$ cat src/rtl/axi_lite_pkg.sv
// Shared AXI4-Lite types and constants for the AW master slice.
// Protection encodings, AW FSM states and the queued request bundle.
package axi_lite_pkg;

   localparam int AXI_PROT_W = 3;
   localparam int AXI_ADDR_W = 32;

   localparam logic [AXI_PROT_W-1:0] PROT_PRIV  = 3'b001;
   localparam logic [AXI_PROT_W-1:0] PROT_NSEC  = 3'b010;
   localparam logic [AXI_PROT_W-1:0] PROT_INSTR = 3'b100;

   typedef enum logic {
      AW_IDLE,
      AW_SEND
   } aw_state_t;

   typedef struct packed {
      logic [AXI_ADDR_W-1:0] addr;
      logic [AXI_PROT_W-1:0] prot;
   } aw_req_t;

endpackage

$ cat src/rtl/axi_lite_sync_fifo.sv
// Synchronous FIFO with flop storage; the head word is read straight from
// the storage registers so a pop at an edge captures it with no extra cycle.
// Ports: clk, rst (sync, active-high), push/wr_data, pop/rd_data,
//        full, empty, level (0..DEPTH).
module axi_lite_sync_fifo #(
   parameter int WIDTH = 35,
   parameter int DEPTH = 4,
   localparam int PW = $clog2(DEPTH),
   localparam int LW = PW + 1
) (
   input  logic             clk,
   input  logic             rst,
   input  logic             push,
   input  logic [WIDTH-1:0] wr_data,
   input  logic             pop,
   output logic [WIDTH-1:0] rd_data,
   output logic             full,
   output logic             empty,
   output logic [LW-1:0]    level
);

   logic [WIDTH-1:0] mem [DEPTH];
   logic [PW-1:0]    wr_ptr;
   logic [PW-1:0]    rd_ptr;
   logic             do_push;
   logic             do_pop;

   assign full  = (level == LW'(DEPTH));
   assign empty = (level == '0);

   // A push at full is legal only when a pop frees the slot this cycle.
   assign do_push = push & (~full | pop);
   assign do_pop  = pop & ~empty;

   assign rd_data = mem[rd_ptr];

   always_ff @(posedge clk) begin
      if (rst) begin
         wr_ptr <= '0;
         rd_ptr <= '0;
         level  <= '0;
      end else begin
         if (do_push) wr_ptr <= wr_ptr + PW'(1);
         if (do_pop)  rd_ptr <= rd_ptr + PW'(1);
         unique case ({do_push, do_pop})
            2'b10:   level <= level + LW'(1);
            2'b01:   level <= level - LW'(1);
            default: level <= level;
         endcase
      end
   end

   always_ff @(posedge clk) begin
      if (do_push) mem[wr_ptr] <= wr_data;
   end

endmodule

$ cat src/rtl/axi_lite_aw_master_q.sv
// AXI4-Lite AW master: queues {addr,prot} requests in a FIFO and issues them
// on AW with at most MAX_OUTST writes awaiting b_done.
// Ports: ACLK, ARESET (sync, active-high); req_valid/req_ready/req_addr/
//   req_prot request side; AWVALID/AWREADY/AWADDR/AWPROT AXI side; b_done
//   completion pulse; outst_cnt, q_level, idle status.
// Optional AW_ALIGN_CHK_EN: adds align_err, drops misaligned requests.
module axi_lite_aw_master_q #(
   parameter int ADDR_WIDTH = 32,
   parameter int DEPTH      = 4,
   parameter int MAX_OUTST  = 2,
   localparam int LW = $clog2(DEPTH) + 1
) (
   input  logic                  ACLK,
   input  logic                  ARESET,
   input  logic                  req_valid,
   output logic                  req_ready,
   input  logic [ADDR_WIDTH-1:0] req_addr,
   input  logic [2:0]            req_prot,
   output logic                  AWVALID,
   input  logic                  AWREADY,
   output logic [ADDR_WIDTH-1:0] AWADDR,
   output logic [2:0]            AWPROT,
   input  logic                  b_done,
   output logic [3:0]            outst_cnt,
   output logic [LW-1:0]         q_level,
   output logic                  idle
`ifdef AW_ALIGN_CHK_EN
   ,
   output logic                  align_err
`endif
);

   import axi_lite_pkg::*;

   localparam int FW = ADDR_WIDTH + AXI_PROT_W;
   localparam logic [4:0] MAX5 = 5'(MAX_OUTST);

   aw_state_t         state;
   aw_state_t         state_nxt;
   logic              accept;
   logic              push;
   logic              pop;
   logic [FW-1:0]     fifo_rd;
   logic              fifo_full;
   logic              fifo_empty;
   logic              hs;
   logic              b_dec;
   logic [3:0]        outst_after_b;
   logic              room_now;
   logic              room_next;

   assign req_ready = ~fifo_full;
   assign accept    = req_valid & req_ready;

`ifdef AW_ALIGN_CHK_EN
   logic misaligned;
   assign misaligned = (req_addr[1:0] != 2'b00);
   assign push       = accept & ~misaligned;

   always_ff @(posedge ACLK) begin
      if (ARESET) align_err <= 1'b0;
      else        align_err <= accept & misaligned;
   end
`else
   assign push = accept;
`endif

   axi_lite_sync_fifo #(
      .WIDTH (FW),
      .DEPTH (DEPTH)
   ) u_fifo (
      .clk     (ACLK),
      .rst     (ARESET),
      .push    (push),
      .wr_data ({req_addr, req_prot}),
      .pop     (pop),
      .rd_data (fifo_rd),
      .full    (fifo_full),
      .empty   (fifo_empty),
      .level   (q_level)
   );

   assign AWVALID = (state == AW_SEND);
   assign hs      = AWVALID & AWREADY;

   // b_done with nothing outstanding is ignored.
   assign b_dec         = b_done & (outst_cnt != 4'd0);
   assign outst_after_b = outst_cnt - {3'b000, b_dec};

   // 5-bit compares so MAX_OUTST=15 cannot wrap.
   assign room_now  = ({1'b0, outst_cnt} < MAX5);
   assign room_next = (({1'b0, outst_after_b} + 5'd1) < MAX5);

   always_ff @(posedge ACLK) begin
      if (ARESET) state <= AW_IDLE;
      else        state <= state_nxt;
   end

   always_comb begin
      state_nxt = state;
      pop       = 1'b0;
      unique case (state)
         AW_IDLE: begin
            if (!fifo_empty && room_now) begin
               pop       = 1'b1;
               state_nxt = AW_SEND;
            end
         end
         AW_SEND: begin
            // Back-to-back issue counts the handshake completing now.
            if (AWREADY) begin
               if (!fifo_empty && room_next) pop = 1'b1;
               else                          state_nxt = AW_IDLE;
            end
         end
         default: state_nxt = AW_IDLE;
      endcase
   end

   always_ff @(posedge ACLK) begin
      if (ARESET) begin
         AWADDR <= '0;
         AWPROT <= '0;
      end else if (pop) begin
         {AWADDR, AWPROT} <= fifo_rd;
      end
   end

   always_ff @(posedge ACLK) begin
      if (ARESET) begin
         outst_cnt <= 4'd0;
      end else begin
         unique case ({hs, b_dec})
            2'b10:   outst_cnt <= outst_cnt + 4'd1;
            2'b01:   outst_cnt <= outst_cnt - 4'd1;
            default: outst_cnt <= outst_cnt;
         endcase
      end
   end

   assign idle = fifo_empty & ~AWVALID & (outst_cnt == 4'd0);

endmodule

$ cat config.mk
export PLATFORM = sky130hd
export DESIGN_NAME = axi_lite_aw_master_q
export DESIGN_NICKNAME = d
export VERILOG_FILES = /design/src/rtl/axi_lite_pkg.sv /design/src/rtl/axi_lite_sync_fifo.sv /design/src/rtl/axi_lite_aw_master_q.sv
export SDC_FILE = /design/constraint.sdc
export NUM_CORES = 1
export LEC_CHECK = 0
export CORE_MARGIN = 2
export CORE_UTILIZATION = 45
export DETAILED_ROUTE_END_ITERATION = 16
export PLACE_DENSITY_LB_ADDON = 0.15
export SETUP_SLACK_MARGIN = 0.15
export SLEW_MARGIN = 20
export SYNTH_ARGS = -nofsm -noshare
export SYNTH_HDL_FRONTEND = slang
export SYNTH_SLANG_ARGS = --single-unit
$ cat constraint.sdc
create_clock -name ACLK -period 11.5 [get_ports ACLK]
set_input_delay 2.3 -clock ACLK [delete_from_list [all_inputs] [get_ports ACLK]]
set_output_delay 2.3 -clock ACLK [all_outputs]
set_load 0.02 [all_outputs]
==> impl_metrics.py, run 1 <==
metrics = {
    "routing": {
        "vias_per_cell": 6.11,
        "wl_per_cell_um": 21.7,
        "drc": 0,
        "vias": 5180,
        "wl_um": 18400,
        "dr.pass1.iters": 5,
        "first_iter_violations": 429,
        "ant_nets": 0,
    },
    "die": {
        "rows": 49,
        "io_pins": 85,
        "die_area_um2": 19200,
        "start_util": 0.456,
        "die_x_um": 139,
        "core_area_um2": 17900,
        "die_y_um": 139,
    },
    "final_layout": {
        "drive_above_1_share": 0.158,
        "layout_commonest_cell": "edfxtp_1",
        "diodes": 0,
        "nNetsFinal": 659,
        "area.growth.synth_to_final_pct": 18.6,
        "mostFrequentLayoutCells": "edfxtp_1, clkdlybuf4s50_1, dfxtp_1",
        "fin_cells": 848,
    },
    "timing": {
        "tns_ns": 0,
        "final-setup-viol-count": 0,
        "fin_skew_ns": 0.00958,
        "max-slew-margin-rel": 0.286,
        "period_needed_ns": 6.22,
        "rsz0062_at_grt": "no",
        "slew_viol_final": 0,
        "worstMarginPinSlew_ns": 1.07,
        "hold_viol": 0,
        "finalCritPeriodShare": 0.541,
        "fmax_mhz": 161,
        "hold_slack_ns": 0.513,
    },
    "critical_path": {
        "worst_r2r_endpoint": "u_fifo.level[2]",
        "crit_end": "u_fifo.level[2]",
        "required_ns": 11.85,
        "arrival_ns": 6.57,
        "reg2reg_depth": 15,
        "cp-start-kind": "input port",
        "endpoint_kind": "flop",
        "critical_path_class": "in2reg",
        "cp-startpoint": "b_done",
        "reg2reg_from": "outst_cnt[3]",
        "rrSetupSlack_ns": 6.80,
        "critPathMaxFanout": 36,
    },
    "status": {
        "status": "completed",
    },
    "min_path": {
        "hp-class": "reg2reg",
    },
    "global_routing": {
        "grt_max_degree": 108,
        "grt_pass1_vias": 5346,
        "grtUsageTotal": 0.195,
        "antenna_found_initial": 0,
        "grt_first_pass_wirelength_um": 29200,
        "overflow": 0,
    },
    "logic_synthesis": {
        "synth_seq_area_share": 0.631,
        "synthArstFlopShare": 0,
        "synth_area_leaders": "edfxtp_1, dfxtp_1, mux4_2",
        "yosys_warnings": 0,
        "synthCells": 548,
        "syn_area_per_cell_um2": 14.9,
        "yosys.area.top_type_share": 0.515,
        "yosys.area.top_type": "edfxtp_1",
        "synth_flop_cell": "edfxtp_1",
        "synth_edf_count": 140,
        "yosysUniqueCellTypes": 47,
        "ys_ff_latch": 187,
        "syn-num-nets": 601,
        "synth.cell_area_um2": 8160,
    },
    "cts": {
        "cts_buffers": 17,
        "clk_latency_ns": 0.43,
        "cts_resized": 0,
        "cts_root_buffer": "clkbuf_16",
        "cts_setup_buffers": 0,
        "cts_tree": "yes",
        "path_clk_slew_ns": 0.07,
        "htree_levels": 4,
        "cts_hold_buf": 0,
        "cts.sinks": 187,
        "cts.path.max_buffers": 2,
    },
    "power_and_ir_drop": {
        "p_total_mw": 2.34,
        "p_leak_nw": 3.18,
        "powerDensity_nw_per_um2": 242,
        "irDropWorstVdd_mv": 0.240,
    },
    "run": {
        "max_cap_violations": 0,
    },
    "placement": {
        "dpl.cell_count": 815,
        "io_buffer_count": 84,
        "gp_congestion": 0.719,
        "dp_hpwl_um": 10000,
    },
}
metal layers:
| layer | vias up | GRT usage | part of all wire |
|---|---|---|---|
| met5 | - | 0 | 0 |
| met4 | 0 | 0.0633 | 0.014 |
| met3 | 22 | 0.0369 | 0.043 |
| met2 | 139 | 0.328 | 0.49 |
| met1 | 2663 | 0.260 | 0.45 |
| li1 | 2356 | - | - |
how the worst min path moves through the flow:
stage / end / cells past startpoint / start / slack, ns
detailed placement: u_fifo.wr_ptr[1] / 2 / u_fifo.wr_ptr[1] / 0.50
finish: u_fifo.wr_ptr[1] / 2 / u_fifo.wr_ptr[1] / 0.51
global route: u_fifo.wr_ptr[1] / 2 / u_fifo.wr_ptr[1] / 0.55
global placement: u_fifo.wr_ptr[1] / 2 / u_fifo.wr_ptr[1] / 0.48
CTS: u_fifo.wr_ptr[1] / 2 / u_fifo.wr_ptr[1] / 0.51
floorplan: u_fifo.wr_ptr[1] / 2 / u_fifo.wr_ptr[1] / 0.47
synth_stat cells (all sizes together) (2+ instances only):
master	instances
o31ai	35
nand3	36
a21oi	9
nor2b	2
buf	35
edfxtp	140
mux2i	2
and3	39
nand4	2
xnor2	2
o211ai	36
nor3	6
fa	2
ha	11
o21ai	3
a32oi	35
mux2	2
mux4	35
or3	2
xor2	6
nand2	5
dfxtp	47
clkbuf	16
nor2	14
inv	12
final cells by class:
cell class,instances,area (um^2)
sequential,187,5150
timing repair buffer,90,906
clock buffer,17,425
tap,229,287
fill,1443,8230
clock inverter,15,140
multi-input combinational,297,2720
inverter,13,48.8
cells by family after synthesis:
family,Yosys count,synth area share
DFF,187,0.631
muxes,39,0.102
buffers and inverters,64,0.0394
and+or+nand+nor,113,0.0788
adders and majority gates,13,0.0218
xor gates and xnor gates,8,0.00951
AOI/OAI and AO/OA,124,0.118
sequential cells by signal, indices dropped and copies added (netlist names):
register	cells
u_fifo.mem	140
AWVALID	1
u_fifo.level	3
AWADDR	32
u_fifo.wr_ptr	2
outst_cnt	4
AWPROT	3
u_fifo.rd_ptr	2
through the flow:
| step | util | setup slack, ns | instance area (um^2) |
|---|---|---|---|
| after floorplan | - | 6.25 | 8160 |
| after global placement | 0.507 | 5.13 | 9080 |
| after detailed placement | 0.507 | 4.89 | 9080 |
| after CTS | 0.539 | 5.32 | 9650 |
| after global routing | 0.541 | 5.12 | 9680 |
| final | 0.541 | 5.28 | 9680 |
report_power, final:
| part | internal, mW | switching (mW) | total [mW] |
|---|---|---|---|
| logic | 0.333 | 0.540 | 0.873 |
| clock network | 0.303 | 0.262 | 0.564 |
| registers | 0.827 | 0.0788 | 0.906 |
| total | 1.46 | 0.880 | 2.34 |
worst max-delay path, stage by stage:
cell and delay [ns]:
clkdlybuf4s50_1 0.46, o41a_1 0.17, ha_1 0.19, ha_1 0.25
inv_1 0.07, ha_1 0.18, o21ai_0 0.11, mux2i_1 0.33
nand3_2 0.82, a21oi_1 0.40, ha_1 0.22, inv_1 0.06
fa_1 0.37, xor2_1 0.15, or3_1 0.32, a21oi_1 0.17
Power figures use the tool's default switching activity.
==> run 2: changes to the inputs <==
==> constraint.sdc (replaced) <==
create_clock -name ACLK -period 5.95 [get_ports ACLK]
set_input_delay 1.19 -clock ACLK [delete_from_list [all_inputs] [get_ports ACLK]]
set_output_delay 1.19 -clock ACLK [all_outputs]
set_load 0.02 [all_outputs]
==> run 2 against run 1 <==
Compared with the run above:
- clock power is 95% higher
- critical endpoint unchanged
- combinational power is 94% higher
- count of clock-buffer cells in the layout up 1
- global-route usage grew 0.26 points
- highest routed layer unchanged
- power up 94%
- cell count rose by 0.12%
- register-to-register slack got worse by 4.6 ns
- core utilization hardly changed
- via count up 1.1%
- first-iteration DRC count grew 2.3%
- largest power group unchanged
- sequential power increased by 93%
==> impl_metrics.py, run 2 (synthesis gave the netlist of run 1 again) <==
metrics = {
    "status": {
        "status": "completed",
    },
    "routing": {
        "wl_um": 18600,
        "dr.pass1.iters": 5,
        "ant_nets": 0,
        "wl_per_cell_um": 21.9,
        "first_iter_violations": 439,
        "vias": 5236,
        "vias_per_cell": 6.17,
        "drc": 0,
    },
    "timing": {
        "max-slew-margin-rel": 0.281,
        "worst_slack_ns": 1.82,
        "rsz0062_at_grt": "no",
        "fin_skew_ns": 0.00710,
        "finalCritPeriodShare": 0.694,
        "final-setup-viol-count": 0,
        "hold_viol": 0,
        "worstMarginPinSlew_ns": 1.08,
        "fmax_mhz": 242,
        "slew_viol_final": 0,
        "tns_ns": 0,
        "period_needed_ns": 4.13,
    },
    "die": {
        "core_area_um2": 17900,
        "start_util": 0.456,
        "die_x_um": 139,
        "io_pins": 85,
        "die_y_um": 139,
        "die_area_um2": 19200,
        "rows": 49,
    },
    "cts": {
        "htree_levels": 4,
        "cts_tree": "yes",
        "path_clk_slew_ns": 0.07,
        "cts_resized": 0,
        "cts_root_buffer": "clkbuf_16",
        "cts.sinks": 187,
        "cts_hold_buf": 0,
        "cts.path.max_buffers": 2,
        "cts_buffers": 17,
        "cts_setup_buffers": 0,
        "clk_latency_ns": 0.43,
    },
    "placement": {
        "dp_hpwl_um": 10100,
        "io_buffer_count": 84,
        "pre_cts_slack_ns": 1.41,
        "gp_congestion": 0.747,
        "place_area_um2": 9090,
    },
    "critical_path": {
        "crit_path_max_incr_delay_ns": 0.46,
        "cp-start-kind": "input port",
        "endpoint_kind": "flop",
        "worst_r2r_endpoint": "u_fifo.level[2]",
        "reg2reg_from": "outst_cnt[3]",
        "critical_path_class": "in2reg",
        "cp_top_family": "adder cells",
        "arrival_ns": 4.47,
        "crit_buf_inv": 3,
        "cpMostUsedCell": "ha_1",
        "slowest_stage": "clkdlybuf4s50_1",
        "reg2reg_depth": 15,
        "path_cells": "clkdlybuf4s50_1 -> o41a_1 -> ha_1 -> ha_1 -> inv_1 -> ha_1 -> o21ai_0 -> mux2i_1 -> nand3_2 -> a21oi_1 -> ha_1 -> inv_1 -> fa_1 -> xor2_1 -> or3_1 -> a21oi_1",
        "critPathMaxFanout": 4,
        "required_ns": 6.29,
        "rrSetupSlack_ns": 2.24,
    },
    "min_path": {
        "hp-class": "reg2reg",
        "hp-start": "u_fifo.wr_ptr[1]",
        "whs_path_depth": 2,
        "holdPathEnd": "u_fifo.wr_ptr[1]",
    },
    "power_and_ir_drop": {
        "intPower_mw": 2.83,
        "power_switching_mw": 1.71,
        "pwr-share-clk": 0.242,
        "p_seq_frac": 0.386,
        "p_total_mw": 4.54,
        "powerDensity_nw_per_um2": 469,
        "sw_frac_of_total": 0.376,
        "p_leak_nw": 3.18,
        "comb_power_share": 0.371,
        "irDropWorstVdd_mv": 0.378,
    },
    "final_layout": {
        "drive_above_1_share": 0.158,
        "area.growth.synth_to_final_pct": 18.6,
        "regMostFlops": "u_fifo.mem",
        "diodes": 0,
        "largest_reg_flops": 140,
        "largestRegisters": "u_fifo.mem x140, AWADDR x32, outst_cnt x4",
        "mostFrequentLayoutCells": "edfxtp_1, clkdlybuf4s50_1, dfxtp_1",
        "fin_area_um2": 9680,
        "layout_commonest_cell": "edfxtp_1",
        "nNetsFinal": 660,
        "fin_util": 0.541,
    },
    "global_routing": {
        "grt_first_pass_wirelength_um": 29600,
        "grt_use_met2": 0.333,
        "grt_pass1_vias": 5313,
        "grt_max_degree": 68,
        "overflow": 0,
        "antenna_found_initial": 0,
        "grtUsageTotal": 0.198,
        "grt_use_met1": 0.267,
        "top_usage_layer": "met2",
        "met3_usage": 0.0380,
    },
    "run": {
        "max_cap_violations": 0,
    },
}
-- run 2: power groups by stage --
| stage | Clock, mW | Sequential [mW] | Combinational (mW) |
|---|---|---|---|
| 3_3_place_gp | 0 | 1.78 | 1.62 |
| 4_1_cts | 1.12 | 1.76 | 1.66 |
| 3_5_place_dp | 0 | 1.78 | 1.65 |
| 5_1_grt | 1.17 | 1.78 | 1.83 |
| 6_report | 1.10 | 1.75 | 1.69 |
| 2_1_floorplan | 0 | 1.79 | 1.13 |
-- run 2: metal layers --
| layer | routed length (um) | part of all wire |
|---|---|---|
| met5 | 0 | 0 |
| met4 | 180 | 0.0097 |
| met3 | 849 | 0.046 |
| met2 | 9320 | 0.50 |
| met1 | 8220 | 0.44 |
-- run 2: cell type report --
type | count | area [um^2]
clock buffers | 18 | 429
clock inverters | 14 | 135
fillers | 1432 | 8220
inverters | 13 | 48.8
multi-input cells | 297 | 2720
flip-flops and latches | 187 | 5150
well taps | 229 | 287
repair buffers | 91 | 913
-- run 2: how the worst max path moves through the flow --
| stage | startpoint | endpoint | slack [ns] | cells after the start |
|---|---|---|---|---|
| 2_1_floorplan | b_done | u_fifo.level[2] | 1.81 | 16 |
| 3_3_place_gp | b_done | u_fifo.level[2] | 1.56 | 16 |
| 3_5_place_dp | b_done | u_fifo.level[2] | 1.41 | 16 |
| 4_1_cts | b_done | u_fifo.level[2] | 1.85 | 16 |
| 5_1_grt | b_done | u_fifo.level[2] | 1.58 | 16 |
| 6_report | b_done | u_fifo.level[2] | 1.82 | 16 |
-- run 2: through the flow --
step / hold slack [ns] / std cells
2_1_floorplan: 0.469 / 548
3_3_place_gp: 0.485 / 816
3_5_place_dp: 0.512 / 816
4_1_cts: 0.524 / 848
5_1_grt: 0.574 / 849
6_report: 0.525 / 849
-- run 2: worst register-to-register path: cells and delay by family (launching register included) --
kind	cells	cell delay [ns]
buf+inv	2	0.12
flops	1	0.45
mux	1	0.33
simple gates	2	0.43
fa+ha+maj	5	1.25
xor+xnor	1	0.16
compound gates	4	0.88
